[src/rtl/fd_pkg.sv]
// ----------------------------------------------------------------------------
// fd_pkg
// Shared definitions for the fd_bank capture register family.
//   edge_mode_t : per-lane capture mode (RISE/FALL/BOTH/TRANSP)
//   lane_lsb()  : bit offset of a lane inside a packed multi-lane bus
// ----------------------------------------------------------------------------
package fd_pkg;

    typedef enum logic [1:0] {
        RISE   = 2'd0,
        FALL   = 2'd1,
        BOTH   = 2'd2,
        TRANSP = 2'd3
    } edge_mode_t;

    function automatic int lane_lsb(input int lane, input int width);
        return lane * width;
    endfunction

endpackage

[src/rtl/fd_lane.sv]
// ----------------------------------------------------------------------------
// fd_lane
// One capture channel: optional gate synchroniser, previous-gate register,
// capture decode and the q / pulse registers. Everything runs on MasterClock.
// Ports:
//   i_clk      : MasterClock
//   i_rst      : asynchronous active-high reset
//   i_gate     : slow capture strobe for this lane
//   i_mode     : edge_mode_t encoding, unregistered
//   i_d        : data to capture
//   o_q        : captured value
//   o_captured : one-cycle pulse, lane loaded i_d
//   o_changed  : one-cycle pulse, loaded value differed from previous o_q
// ----------------------------------------------------------------------------
module fd_lane
    import fd_pkg::*;
#(
    parameter int               WIDTH       = 8,
    parameter int               SYNC_STAGES = 0,
    parameter logic [WIDTH-1:0] RESET_VALUE = '0
) (
    input  logic             i_clk,
    input  logic             i_rst,
    input  logic             i_gate,
    input  logic [1:0]       i_mode,
    input  logic [WIDTH-1:0] i_d,
    output logic [WIDTH-1:0] o_q,
    output logic             o_captured,
    output logic             o_changed
);

    logic             w_gs;
    logic             w_hit;
    edge_mode_t       w_mode;
    logic             r_gold;
    logic [WIDTH-1:0] r_q;
    logic             r_captured;
    logic             r_changed;

    generate
        if (SYNC_STAGES == 0) begin : g_direct
            assign w_gs = i_gate;
        end else begin : g_sync
            logic [SYNC_STAGES-1:0] r_sync;
            // Shift form keeps SYNC_STAGES=1 legal (no negative slice).
            always_ff @(posedge i_clk or posedge i_rst) begin
                if (i_rst) begin
                    r_sync <= '0;
                end else begin
                    r_sync <= (r_sync << 1) | SYNC_STAGES'(i_gate);
                end
            end
            assign w_gs = r_sync[SYNC_STAGES-1];
        end
    endgenerate

    assign w_mode = edge_mode_t'(i_mode);

    always_comb begin
        w_hit = 1'b0;
        case (w_mode)
            RISE:    w_hit = !r_gold && w_gs;
            FALL:    w_hit = r_gold && !w_gs;
            BOTH:    w_hit = r_gold != w_gs;
            TRANSP:  w_hit = w_gs;
            default: w_hit = 1'b0;
        endcase
    end

    // r_gold tracks the gate every cycle independent of mode, so switching
    // mode never manufactures an edge. Reset to 0 makes a gate that is
    // already high at release count as a rising edge.
    always_ff @(posedge i_clk or posedge i_rst) begin
        if (i_rst) begin
            r_gold     <= 1'b0;
            r_q        <= RESET_VALUE;
            r_captured <= 1'b0;
            r_changed  <= 1'b0;
        end else begin
            r_gold <= w_gs;
            if (w_hit) begin
                r_q        <= i_d;
                r_captured <= 1'b1;
                r_changed  <= (i_d != r_q);
            end else begin
                r_captured <= 1'b0;
                r_changed  <= 1'b0;
            end
        end
    end

    assign o_q        = r_q;
    assign o_captured = r_captured;
    assign o_changed  = r_changed;

endmodule

[src/rtl/fd_bank.sv]
// ----------------------------------------------------------------------------
// fd_bank
// Multi-channel D-type capture register. Each lane captures its d slice on
// an edge (or level) of its own gate, sampled in the MasterClock domain.
// Ports:
//   MasterClock : sole clock, rising edge
//   reset       : asynchronous active-high reset
//   gate        : per-lane capture strobe
//   mode        : per-lane edge_mode_t, lane i at bits [2*i +: 2]
//   d           : per-lane data, lane i at bits [i*WIDTH +: WIDTH]
//   q           : captured values
//   qL          : bitwise complement of q
//   captured    : per-lane one-cycle capture pulse
//   changed     : per-lane one-cycle pulse when the captured value differed
// ----------------------------------------------------------------------------
module fd_bank
    import fd_pkg::*;
#(
    parameter int               WIDTH       = 8,
    parameter int               CHANNELS    = 4,
    parameter int               SYNC_STAGES = 0,
    parameter logic [WIDTH-1:0] RESET_VALUE = '0
) (
    input  logic                      MasterClock,
    input  logic                      reset,
    input  logic [CHANNELS-1:0]       gate,
    input  logic [2*CHANNELS-1:0]     mode,
    input  logic [CHANNELS*WIDTH-1:0] d,
    output logic [CHANNELS*WIDTH-1:0] q,
    output logic [CHANNELS*WIDTH-1:0] qL,
    output logic [CHANNELS-1:0]       captured,
    output logic [CHANNELS-1:0]       changed
);

    logic [CHANNELS*WIDTH-1:0] w_q;

    generate
        for (genvar i = 0; i < CHANNELS; i++) begin : g_lane
            localparam int LSB = lane_lsb(i, WIDTH);
            fd_lane #(
                .WIDTH       (WIDTH),
                .SYNC_STAGES (SYNC_STAGES),
                .RESET_VALUE (RESET_VALUE)
            ) u_lane (
                .i_clk      (MasterClock),
                .i_rst      (reset),
                .i_gate     (gate[i]),
                .i_mode     (mode[2*i +: 2]),
                .i_d        (d[LSB +: WIDTH]),
                .o_q        (w_q[LSB +: WIDTH]),
                .o_captured (captured[i]),
                .o_changed  (changed[i])
            );
        end
    endgenerate

    assign q  = w_q;
    assign qL = ~w_q;

endmodule

[config.mk]
export PLATFORM = sky130hd
export DESIGN_NAME = fd_bank
export DESIGN_NICKNAME = d
export VERILOG_FILES = /design/src/rtl/fd_pkg.sv /design/src/rtl/fd_lane.sv /design/src/rtl/fd_bank.sv
export SDC_FILE = /design/constraint.sdc
export NUM_CORES = 1
export LEC_CHECK = 0
export ABC_CLOCK_PERIOD_IN_PS = 5050
export CORE_MARGIN = 4
export CORE_UTILIZATION = 35
export CTS_CLUSTER_DIAMETER = 200
export DETAILED_ROUTE_END_ITERATION = 10
export MAX_ROUTING_LAYER = met4
export PLACE_DENSITY = 0.71
export SKIP_CTS_REPAIR_TIMING = 1
export SYNTH_ARGS = -nofsm -noshare
export SYNTH_HDL_FRONTEND = slang
export SYNTH_SLANG_ARGS = --single-unit
[constraint.sdc]
create_clock -name MasterClock -period 5.05 [get_ports MasterClock]
set_input_delay 1.01 -clock MasterClock [delete_from_list [all_inputs] [get_ports MasterClock]]
set_output_delay 1.01 -clock MasterClock [all_outputs]
set_load 0.02 [all_outputs]
### Yosys cells after proc, flatten, opt, wreduce, memory -nomap -nowiden

Cells that the tools add are included.

* eq/ne operators: 20
* reductions and logical operators: 20
* bitwise gates (word level): 1
* muxes and demuxes: 12

Operators by type and width (count)
* $ne A8 B8 Y1: 4
* $not A32 Y32: 1
* $eq A2 B2 Y1 const B: 8
* $pmux W1 S4: 4
* $eq A2 B1 Y1 const B: 4
* $logic_and A1 B1 Y1: 8
* $logic_not A1 Y1: 8
* $logic_not A2 Y1: 4
* $mux W1: 8
* $ne A1 B1 Y1: 4

* output and inout port bits: 72
* word-level logic and storage cells: 69
* bits in registers: 44

### Depth between registers and ports, before layout

* depth after elaboration: 4
* gate-level depth with buffers: 6
* depth with buffers taken out: 5

### By module

A second synthesis with hierarchy kept.

* cells, all modules: 184
* area total of the unflattened synthesis: 2357.3 µm²

By module, submodules not included
* fd_lane: area an instance 559.3 µm², cells each 38, times used 4
* fd_bank: area an instance 120.1 µm², cells each 32, times used 1

### Least setup slack after synthesis

OpenSTA, ideal clock, no wires.

* path kind: input to register
* start: input gate[0]
* end: register g_lane[0].u_lane.r_q[0]
* library setup time: 125 ps
* stages: 6
* data required time: 4925 ps
* slack: 2720 ps
* path buffers: 1
* data arrival time: 2205 ps
* cells stage by stage: inv_1 -> ha_1 -> inv_1 -> mux4_2 -> buf_6 -> mux2_4

* cells in the longest elaborated chain, start to end: 3
* elaborated cells on any way between the ends: 5
* those cells by class: eq/ne: 1; mux: 1; reduce/logical: 3

Ends and longest elaborated chain
* from (decl): line fd_bank.sv:26 `input logic [CHANNELS-1:0] gate,`
* $logic_not A1 Y1: line fd_lane.sv:63 `FALL: w_hit = r_gold && !w_gs;`
* $logic_and A1 B1 Y1: line fd_lane.sv:63
* $pmux W1 S4 (*): line fd_lane.sv:61 `case (w_mode)`
* via g_lane[0].u_lane.w_hit: line fd_lane.sv:33 `logic w_hit;`
* to (signal assigned): line fd_lane.sv:82 `r_q <= i_d;`
* to (decl): line fd_lane.sv:36 `logic [WIDTH-1:0] r_q;`

Mark *: on every way through the listed nets, which the timed path passes. The rest lies on a longest branch.
A chain may end at the register's enable or synchronous reset.

### Worst setup path after layout

* start: input gate[2]
* end: register g_lane[2].u_lane.r_q[3]

* cells in the longest elaborated chain, start to end: 3
* elaborated cells on any way between the ends: 5
* those cells by class: eq/ne: 1; mux: 1; reduce/logical: 3

Ends and longest elaborated chain (line)
* $logic_not A1 Y1: fd_lane.sv:63
* $logic_and A1 B1 Y1: fd_lane.sv:63
* $pmux W1 S4 (*): fd_lane.sv:61
* to (signal assigned): fd_lane.sv:82
* to (decl): fd_lane.sv:36

Every way passes the cells marked *; elsewhere a longest branch is shown, timed or not.

==> impl_metrics.py <==
metrics = {
    "status": {
        "status": "completed",
    },
    "clocking": {
        "cts.clk_slew.worst_paths_ns": 0.08,
        "htreeDepth": 2,
        "clockBufferDepth": 2,
        "cts_buffers": 5,
        "cts_tree": "done",
        "root_buffer": "clkbuf_8",
        "clock_sinks": 44,
        "clock_latency_ns": 0.29,
    },
    "synthesis": {
        "synth_cell_types": 10,
        "ys_seq_area_share_pct": 45.76,
        "synth_top_area_share_pct": 45.76,
        "synth-edff-count": 0,
        "yosys_warnings": 0,
        "syn_area_sq_mm": 0.002406,
        "async_reset_ff_share_pct": 100.0,
        "synth_seq_cells": 44,
        "syn_nets": 243,
        "synth_area_leaders": "dfrtp_1 46%, mux2_4 20%, xor2_1 12%",
        "synth_area_leader_cell": "dfrtp_1",
        "synthTopCellsByCount": "45 x inv_1, 44 x dfrtp_1, 32 x mux2_4, 32 x xor2_1",
        "synthCells": 189,
        "post-synth-top-count-cell": "inv_1",
        "synth_flop_cell": "dfrtp_1",
        "avgSynthCellArea_sq_um": 12.73,
    },
    "die": {
        "die_y_um": 90.91,
        "rows": 29,
        "fp.dieW_um": 90.91,
        "coreArea_sq_mm": 0.006495,
        "initial_utilization_pct": 37.04,
        "pin_count": 118,
        "dieArea_sq_mm": 0.008265,
    },
    "routing": {
        "via_per_inst": 4.435,
        "totalWireLength_um": 5254,
        "wl_met3_um": 332,
        "drt-met1-wl_um": 2349,
        "dr.pass1.iters": 2,
        "wl_met2_um": 2524,
        "top_layer_used": "met4",
        "drt_iter0_drc": 15,
        "routed-via-count": 1681,
        "antenna_left": 0,
        "drc": 0,
        "wl_per_cell_um": 13.86,
    },
    "finish": {
        "drive_gt1_share_pct": 14.90,
        "n_antenna_cell": 0,
        "area_delta_synth_final_pct": 52.16,
        "post-route-util_pct": 56.37,
        "fin_nets": 355,
        "nFillCells": 589,
    },
    "critical_path": {
        "crit_top_cell": "inv_1",
        "critPathRequiredTime_ns": 5.22,
        "path_max_fanout": 10,
        "path_cells": "clkdlybuf4s50_1 > inv_1 > ha_1 > inv_1 > mux4_2 > mux2_4",
        "crit_path_end_kind": "flop",
        "crit_type": "input pin to flop",
        "worst_ep_arrival_time_ns": 2.88,
        "worstSetupStartpointType": "input pin",
        "cpMaxStageDelayCell": "mux4_2",
        "slowest_delay_ns": 0.62,
    },
    "timing": {
        "final.min_clock_period_ns": 2.703,
        "skew_ns": 0.008821,
        "fmax_mhz": 369.9,
        "timing.setup.tns_ns": 0,
        "finalSetupViolCount": 0,
        "hold_viol_final": 0,
        "grt_setup_unrepaired": "false",
        "worstMarginPinSlew_ns": 0.9429,
        "maxSlewViolCount": 0,
        "relSlewSlack_pct": 37.05,
        "fin_crit_sh_pct": 53.53,
    },
    "grt": {
        "grt_overflow": 0,
        "antenna_found_initial": 0,
        "grt_pass1_vias": 1795,
        "grt_pass1_wl_um": 8811,
        "grt_usage_pct": 13.57,
        "grt_start_max_net_pins": 45,
    },
    "place": {
        "port_buffers": 117,
        "gp_congestion": 0.7702,
        "hpwl_um": 4072,
    },
    "power_and_ir_drop": {
        "p_leak_nw": 1.754,
        "vdd_drop_max_mv": 0.1370,
        "power_density_mw_per_mm2": 353.8,
    },
    "worst_hold_path": {
        "hp-class": "flop to flop",
    },
    "flow_run": {
        "maxCapViolCount": 0,
    },
}
==> cell usage in the layout (no fill, tap or decap) <==
cell type          n
mux4_2             4
clkinv_2           2
a21boi_0           4
inv_1             44
xor2_1            32
inv_2              1
ha_1               8
mux2_4            32
dfrtp_1           44
clkbuf_8           6
clkdlybuf4s50_1  117
nor4_1             8
==> state kept, by name, summed over array words and instances, names as in the netlist <==
signal,cells
g_lane.u_lane.o_changed,4
g_lane.u_lane.o_q,32
g_lane.u_lane.r_gold,4
g_lane.u_lane.o_captured,4
==> routing by layer <==
| metal | global-route usage [%] | vias to the layer above |
|---|---|---|
| met2 | 21.87 | 68 |
| met3 | 3.917 | 7 |
| met4 | 3.015 | 0 |
| li1 | - | 809 |
| met1 | 17.01 | 797 |
| met5 | - | - |
==> critical path, delay by kind of cell <==
kind                       cells  cell delay [ns]
buffers and inverters          3             0.61
muxes                          2             0.98
adders and majority gates      1             0.27
==> area by class of cell <==
cell class              count  area (sq um)  share of cell area (%)
repair buffers            117          1171                   31.99
clock inverters             2         10.01                  0.2734
well taps                  77         96.34                   2.632
multi-input cells          88          1031                   28.16
flip-flops and latches     44          1101                   30.08
inverters                  45         168.9                   4.614
clock buffers               6         82.58                   2.256
==> cell families after synthesis <==
| logic type | Yosys count | synth area share (%) |
|---|---|---|
| compound gates | 4 | 1.248 |
| xor+xnor | 32 | 11.65 |
| fa+ha+maj | 8 | 4.160 |
| buf+inv | 57 | 11.39 |
| flops | 44 | 45.76 |
| mux | 36 | 23.71 |
| simple gates | 8 | 2.080 |
==> power breakdown <==
| part | internal, W | leakage [nW] | switching [W] |
|---|---|---|---|
| combinational | 0.000328 | 1.18 | 0.000264 |
| sequential | 0.000411 | 0.519 | 0.0000653 |
| clock | 0.000109 | 0.0510 | 0.000117 |
==> path summary, 6_finish.rpt <==
path,startpoint,end,slack [ns],cells past startpoint
max in group asynchronous,reset,g_lane[3].u_lane.o_q[7],3.20,2
min,g_lane[3].u_lane.o_q[2],g_lane[3].u_lane.o_q[2],0.59,1
min in group asynchronous,reset,g_lane[2].u_lane.r_gold,1.25,2
max,gate[2],g_lane[2].u_lane.o_q[3],2.35,6
max reg2reg,g_lane[2].u_lane.r_gold,g_lane[2].u_lane.o_q[3],3.24,4
min reg2reg,g_lane[3].u_lane.o_q[2],g_lane[3].u_lane.o_q[2],0.59,1
==> through the flow <==
step / power [W] / hold slack (ns) / instances / setup slack [ns] / instance area (sq um)
2_1_floorplan: 0.0008037 / 0.6943 / 189 / 2.720 / 2406
3_3_place_gp: 0.001073 / 0.5624 / 371 / 2.067 / 3568
3_5_place_dp: 0.001083 / 0.5678 / 371 / 2.030 / 3568
4_1_cts: 0.001316 / 0.5885 / 379 / 2.332 / 3661
5_1_grt: 0.001370 / 0.6175 / 379 / 2.282 / 3661
6_report: 0.001295 / 0.5858 / 379 / 2.347 / 3661
(Power assumes the default switching activity.)
